==> src/rtl/ahb_master_req_ctrl.sv <==
// AHB master request/transfer sequencer: requests the bus, issues the
// NONSEQ/SEQ address beats of a burst, and runs the overlapping data phase.

package ahb_master_req_ctrl_pkg;
    typedef enum logic [2:0] {
        HB_SINGLE = 3'd0,
        HB_INCR   = 3'd1,
        HB_WRAP4  = 3'd2,
        HB_INCR4  = 3'd3,
        HB_WRAP8  = 3'd4,
        HB_INCR8  = 3'd5,
        HB_WRAP16 = 3'd6,
        HB_INCR16 = 3'd7
    } hburst_type;
endpackage

// state | meaning
// IDLE  | cmd_ready high, waiting for a command
// ADDR  | hreq high, presenting address beats until the last one is granted
// DRAIN | hreq low, waiting for the final data phase to complete
module ahb_master_req_ctrl
    import ahb_master_req_ctrl_pkg::*;
#(
    parameter int ADDR_WIDTH = 32,
    parameter int PRIOR_BIT  = 2
) (
    input  logic                  hclk_i,
    input  logic                  hreset_i,
    input  logic                  cmd_valid_i,
    output logic                  cmd_ready_o,
    input  logic [ADDR_WIDTH-1:0] cmd_addr_i,
    input  logic                  cmd_write_i,
    input  hburst_type            cmd_burst_i,
    input  logic [4:0]            cmd_len_i,
    input  logic [PRIOR_BIT-1:0]  prior_cfg_i,
    input  logic [31:0]           wdata_i,
    output logic                  wdata_ready_o,
    output logic                  hreq_o,
    output logic [PRIOR_BIT-1:0]  hprior_o,
    input  logic                  hgrant_i,
    input  logic                  hready_i,
    output logic [ADDR_WIDTH-1:0] haddr_o,
    output logic [1:0]            htrans_o,
    output hburst_type            hburst_o,
    output logic                  hwrite_o,
    output logic [31:0]           hwdata_o,
    input  logic [31:0]           hrdata_i,
    output logic                  rsp_valid_o,
    output logic [31:0]           rsp_rdata_o,
    output logic                  rsp_last_o
);

    localparam logic [1:0] HTRANS_IDLE   = 2'b00;
    localparam logic [1:0] HTRANS_NONSEQ = 2'b10;
    localparam logic [1:0] HTRANS_SEQ    = 2'b11;

    typedef enum logic [1:0] {S_IDLE, S_ADDR, S_DRAIN} state_t;

    state_t                  state_q, state_d;
    logic [4:0]              cnt_q;
    logic [4:0]              last_cnt_q;
    logic [ADDR_WIDTH-1:0]   addr_q;
    hburst_type              burst_q;
    logic                    write_q;
    logic [31:0]             hwdata_q;
    logic                    dph_v_q;
    logic                    dph_write_q;
    logic                    dph_last_q;

    logic                    cmd_take;
    logic                    accept;
    logic                    last_beat;
    logic                    complete;

    // Index of the final beat; out-of-range INCR lengths are clamped so cnt stays within 0..15.
    function automatic logic [4:0] beats_m1(hburst_type b, logic [4:0] len);
        logic [4:0] r;
        case (b)
            HB_SINGLE:          r = 5'd0;
            HB_INCR: begin
                if (len == 5'd0)      r = 5'd0;
                else if (len > 5'd16) r = 5'd15;
                else                  r = len - 5'd1;
            end
            HB_WRAP4, HB_INCR4: r = 5'd3;
            HB_WRAP8, HB_INCR8: r = 5'd7;
            default:            r = 5'd15;
        endcase
        return r;
    endfunction

    // Wrapping bursts only let the bits inside the burst boundary move.
    function automatic logic [ADDR_WIDTH-1:0] next_addr(logic [ADDR_WIDTH-1:0] a, hburst_type b);
        logic [ADDR_WIDTH-1:0] inc;
        logic [ADDR_WIDTH-1:0] mask;
        inc  = a + ADDR_WIDTH'(4);
        mask = '1;
        case (b)
            HB_WRAP4:  mask = {{(ADDR_WIDTH-4){1'b0}}, 4'hF};
            HB_WRAP8:  mask = {{(ADDR_WIDTH-5){1'b0}}, 5'h1F};
            HB_WRAP16: mask = {{(ADDR_WIDTH-6){1'b0}}, 6'h3F};
            default:   mask = '1;
        endcase
        return (a & ~mask) | (inc & mask);
    endfunction

    assign cmd_take  = (state_q == S_IDLE) & cmd_valid_i;
    assign accept    = (state_q == S_ADDR) & hgrant_i;
    assign last_beat = (cnt_q == last_cnt_q);
    assign complete  = dph_v_q & hready_i;

    // State register.
    always_ff @(posedge hclk_i) begin
        if (hreset_i) state_q <= S_IDLE;
        else          state_q <= state_d;
    end

    // Next-state logic.
    always_comb begin
        state_d = state_q;
        case (state_q)
            S_IDLE:  if (cmd_valid_i)          state_d = S_ADDR;
            S_ADDR:  if (accept && last_beat)  state_d = S_DRAIN;
            S_DRAIN: if (complete)             state_d = S_IDLE;
            default:                           state_d = S_IDLE;
        endcase
    end

    // State-decoded outputs.
    always_comb begin
        cmd_ready_o = 1'b0;
        hreq_o      = 1'b0;
        htrans_o    = HTRANS_IDLE;
        case (state_q)
            S_IDLE: cmd_ready_o = 1'b1;
            S_ADDR: begin
                hreq_o   = 1'b1;
                htrans_o = (cnt_q == 5'd0) ? HTRANS_NONSEQ : HTRANS_SEQ;
            end
            default: ;
        endcase
    end

    // Command latch, beat counter, address walker and data-phase tracking.
    always_ff @(posedge hclk_i) begin
        if (hreset_i) begin
            cnt_q       <= 5'd0;
            last_cnt_q  <= 5'd0;
            addr_q      <= '0;
            burst_q     <= HB_SINGLE;
            write_q     <= 1'b0;
            hwdata_q    <= 32'd0;
            dph_v_q     <= 1'b0;
            dph_write_q <= 1'b0;
            dph_last_q  <= 1'b0;
        end else begin
            if (cmd_take) begin
                addr_q     <= cmd_addr_i;
                burst_q    <= cmd_burst_i;
                write_q    <= cmd_write_i;
                cnt_q      <= 5'd0;
                last_cnt_q <= beats_m1(cmd_burst_i, cmd_len_i);
            end
            if (accept) begin
                cnt_q  <= cnt_q + 5'd1;
                addr_q <= next_addr(addr_q, burst_q);
                if (write_q) hwdata_q <= wdata_i;
            end
            if (accept) begin
                dph_v_q     <= 1'b1;
                dph_write_q <= write_q;
                dph_last_q  <= last_beat;
            end else if (complete) begin
                dph_v_q <= 1'b0;
            end
        end
    end

    assign hprior_o      = prior_cfg_i;
    assign haddr_o       = addr_q;
    assign hburst_o      = burst_q;
    assign hwrite_o      = write_q;
    assign hwdata_o      = hwdata_q;
    assign wdata_ready_o = accept & write_q;
    assign rsp_valid_o   = complete;
    assign rsp_last_o    = complete & dph_last_q;
    assign rsp_rdata_o   = dph_write_q ? 32'd0 : hrdata_i;

endmodule

==> config.mk <==
export PLATFORM = sky130hd
export DESIGN_NAME = ahb_master_req_ctrl
export DESIGN_NICKNAME = d
export VERILOG_FILES = /design/src/rtl/ahb_master_req_ctrl.sv
export SDC_FILE = /design/constraint.sdc
export NUM_CORES = 1
export LEC_CHECK = 0
export ABC_AREA = 1
export CAP_MARGIN = 20
export CORE_UTILIZATION = 42
export DETAILED_ROUTE_END_ITERATION = 8
export PLACE_DENSITY = 0.87
export SETUP_SLACK_MARGIN = 0.1
export SYNTH_ARGS = -nofsm -noshare
export SYNTH_HDL_FRONTEND = slang
export SYNTH_SLANG_ARGS = --single-unit
==> constraint.sdc <==
create_clock -name hclk_i -period 1.9 [get_ports hclk_i]
set_input_delay 0.475 -clock hclk_i [delete_from_list [all_inputs] [get_ports hclk_i]]
set_output_delay 0.475 -clock hclk_i [all_outputs]
set_load 0.02 [all_outputs]
* Word level (Yosys, flattened, before mapping)
Index checks and enable logic that the tools add are counted.
Cells by class: order comparisons 1, add/subtract/negate cells 3, muxes and demuxes 21, reduce and logical (&&, ||, !) cells 11, bitwise gates (word level) 9, equality and inequality tests 14
Operators by type and width (count):
- 2-to-1 mux 32 bit | 5
- case mux 32 bit (3 select lines) | 1
- AND 32 bit | 2
- adder 32 x 3 -> 32 bit (second input constant) | 1
- NOT 32 bit | 1
- OR 32 bit | 1
- 2-to-1 mux 5 bit | 4
- case mux 5 bit (4 select lines) | 1
- == test 3 bit (second input constant) | 4
- logical NOT 5 bit | 2
- == test 3 x 2 -> 1 bit (second input constant) | 3
- 2-to-1 mux 2 bit | 4
- case mux 2 bit (3 select lines) | 1
- adder 5 x 1 -> 5 bit (second input constant) | 1
- AND 1 bit | 5
- == test 5 bit | 1
- greater-than comparator 5 bit (second input constant) | 1
- 2-to-1 mux 1 bit | 5
- subtractor 5 x 1 -> 5 bit (second input constant) | 1
- inequality test 2 bit (second input constant) | 2
- nonzero test 2 bit | 2
- OR reduction 2 bit | 2
- == test 3 x 1 -> 1 bit (second input constant) | 1
- logical NOT 3 bit | 1
- other kinds (7) | 7
Word-level totals: bits in registers 83, bits of input ports 112, output and inout port bits 109

* Longest topological paths before layout
depth after elaboration 8, depth in mapped cells 10

* Worst setup path after synthesis
Ideal clock, no wire load.
path kind input port to output port, from input port hgrant_i, to output port wdata_ready_o, stages on the path 5, required time 1.425 ns, data arrival time 1.074 ns, slack 0.351 ns, cell sequence inv_1 -> nor2_8 -> nand2_4 -> clkinv_2 -> buf_6
Between the ends: longest elaborated chain between the ends 2
RTL lines:
- start: declaration | RTL line 40 | input logic hgrant_i,
- AND 1 bit | RTL line 108 | assign accept = (state_q == S_ADDR) & hgrant_i;
- AND 1 bit | RTL line 184 | assign wdata_ready_o = accept & write_q;
- end: declaration | RTL line 37 | output logic wdata_ready_o,
No other way between the ends.

* Worst setup path after layout
from input port hrdata_i[18], to output port rsp_rdata_o[18]
Between the ends: longest elaborated chain between the ends 1
RTL lines:
- start: declaration | RTL line 47 | input logic [31:0] hrdata_i,
- 2-to-1 mux 32 bit | RTL line 187 | assign rsp_rdata_o = dph_write_q ? 32'd0 : hrdata_i;
- end: declaration | RTL line 49 | output logic [31:0] rsp_rdata_o,
No other way between the ends.

==> metrics.txt <==
status=finished, final reports clean; CTS Buffer Depth=2; via count=5228; Hold WS=0.4323 ns; average size of a mapped cell=6.489 um2; post-route minimum period=1.781 ns; port bufs=216; Initial Utilization=0.4310; cell area power density=655.1 nW/um2; synthesized flop and latch total=83; antenna-violating nets left=0; Worst-path clk slew=0.08 ns; first-pass GRT wire length=23.05 mm; largest net degree at the start of global routing=34; max cap viols=0; setup violators final=0; TritonCTS buffer count=9; Cells after Synth=720; YS warnings=0; number of setup buffers added after CTS=0; Multi-input gate area=2442 um2; CP Max Fanout=1; Tot GR Track Use=0.2499; post-place instance area=7009 um2; Startpoint Class=input pin; Synth Net Count=836; CTS tree=yes; Worst EP required=1.42 ns; H-Tree Depth=3; Final nets=1053; nature of the critical path endpoint=primary output; GR Overflow Total=0; Tightest Hold Check Type=input pin to register; slew margin rel.=0.7712; clk sink count=83; Die X=107.5 um; Final period util=0.9373; Die Span Y=107.5 um; vias in the first global route=4965; clk root buf=clkbuf_8; fill count=996; Rows=38; DIE AREA=11550 um2; worst path arrival time=1.31 ns; final number of max-transition violations=0; placer congestion estimate=0.9132; area of the core=10840 um2; post-DR vias/cell=4.832; register area share after synthesis=0.3557; worst-skew pair later-pin latency=0.36 ns; Peak supply drop=0.5922 mV; critical path class=input pin to primary output; f_max=561.5 MHz; HPWL after detailed placement=11.04 mm; DRT Wirelength=14.48 mm; final setup skew=0.01087 ns; Post-CTS Hold Buffers=0; average wire per standard cell=13.38 um; most area-consuming cells after synthesis=dfxtp_1 36%, nand2_1 16%, a21oi_1 9.3%, inv_1 7.3%, nor2_1 6.8%; DR pass1 iterations=4; final hold violations=0; synthesized cell area=4672 um2; Design Area, Final=7017 um2; DRC=0; share of layout cells above drive strength 1=0.1327; initial antenna violation count=0; area leader, netlist=dfxtp_1; Area growth syn-to-layout=50.19%; Reg area=1667 um2; DR iter-0 viols=225; RSZ-0062 raised after global routing=true; share of the synthesized area in the top cell type=0.3557; distinct cell type count after synthesis=38; Lkg Pwr=3.256 nW; # diodes=0; Tightest Pin Transition=0.3432 ns; Boundary Pins=221; Tot Pwr=0.004597 W
-- cell families after synthesis --
kind of cell,synth area share
DFF,0.3557
xor gates and xnor gates,0.02062
adders and majority gates,0.01071
and+or+nand+nor,0.3275
AOI/OAI and AO/OA,0.1610
buffers and inverters,0.1245
-- cell usage in the layout (no fill, tap or decap), types with 2 or more instances in the layout --
cell type and count:
a21oi_1 87, a31oi_1 4, buf_12 4, buf_2 34, buf_4 22, bufinv_16 2
clkbuf_8 9, clkdlybuf4s15_2 2, clkdlybuf4s50_1 107, clkinv_4 3, clkinvlp_4 2, dfxtp_1 79
dfxtp_2 4, dlygate4sd2_1 63, dlymetal6s2s_1 6, ha_1 4, inv_1 90, inv_2 2
inv_4 2, nand2_1 203, nand2_2 3, nand2_4 3, nand2_8 2, nand3_1 37
nor2_1 82, nor2_2 10, nor2_4 4, nor3_2 2, o21ai_0 35, o21ai_1 3
o21ai_2 7, or2_2 2, xnor2_1 5, xor2_1 6
-- layout make-up --
type                       instances  share of cell area
sequential                        83              0.2375
clock inverter                     7             0.01444
tap                              140             0.02496
clock buffer                       9             0.01765
timing repair buffer             238              0.3044
multi-input combinational        509              0.3481
inverter                          96             0.05296
-- power by group --
part | internal, W | total (W) | switching [W]
combinational | 0.000542 | 0.00119 | 0.000645
clock | 0.000749 | 0.00144 | 0.000694
sequential | 0.00185 | 0.00197 | 0.000121
total | 0.00314 | 0.00460 | 0.00146
-- stage by stage --
| step | utilization | setup WS, ns | TNS, ns | instances |
|---|---|---|---|---|
| CTS | 0.6570 | 0.1004 | 0 | 1082 |
| global route | 0.6473 | 0.08603 | 0 | 1082 |
| finish | 0.6473 | 0.1192 | 0 | 1082 |
| detailed placement | 0.6466 | -0.5060 | -13.65 | 1066 |
| global placement | 0.6466 | -0.5025 | -11.89 | 1066 |
| floorplan | - | 0.3511 | 0 | 720 |
-- Yosys cell counts --
cell type    n
a31oi_1      5
nand2_2      3
xor2_1       6
nand2_4      3
buf_1        1
nand4_1      1
nor3b_2      1
a211oi_2     1
nor2_1      85
nor3_2       2
o22ai_1      1
nand3_1     37
or2_2        2
nand2_8      2
clkinv_2     1
clkbuf_1    11
ha_1         4
o21ai_1      3
a211oi_1     1
clkinv_4     1
nor2_8       1
nor2_4       4
dfxtp_1     83
inv_1       91
nor3_1       1
buf_4        6
inv_4        2
buf_2        6
o21ai_0     35
nand2_1    203
a22oi_1      1
o21ai_2      7
inv_2        1
nor2_2       7
a21oi_1     87
and3_1       1
buf_6        8
xnor2_1      5
-- worst max-delay path, cell delays in order --
cell,delay (ns)
clkdlybuf4s50_1,0.45
inv_1,0.04
nor2_1,0.07
clkdlybuf4s15_2,0.27
-- path summary, 6_finish.rpt --
path / from / endpoint / slack (ns) / cells past startpoint
max: hrdata_i[18] / rsp_rdata_o[18] / 0.12 / 4
min: hreset_i / cnt_q[3] / 0.43 / 2
max reg2reg: haddr_o[2] / register / 0.29 / 9
min reg2reg: hwdata_o[15] / hwdata_o[15] / 0.46 / 2
-- layer usage --
| metal | global-route usage | vias to the layer above | part of all wire |
|---|---|---|---|
| li1 | - | 2680 | - |
| met1 | 0.3052 | 2354 | 0.42 |
| met3 | 0.05751 | 24 | 0.058 |
| met2 | 0.4304 | 170 | 0.50 |
| met4 | 0.08415 | 0 | 0.016 |
| met5 | 0 | - | 0 |
-- timing repair --
action / CTS / global route
setup endpoints to repair: 101 / 36
resized for setup: 198 / 39
hold endpoints to repair: 0 / 0
pin swaps: 1 / 0
(Power assumes the default switching activity.)
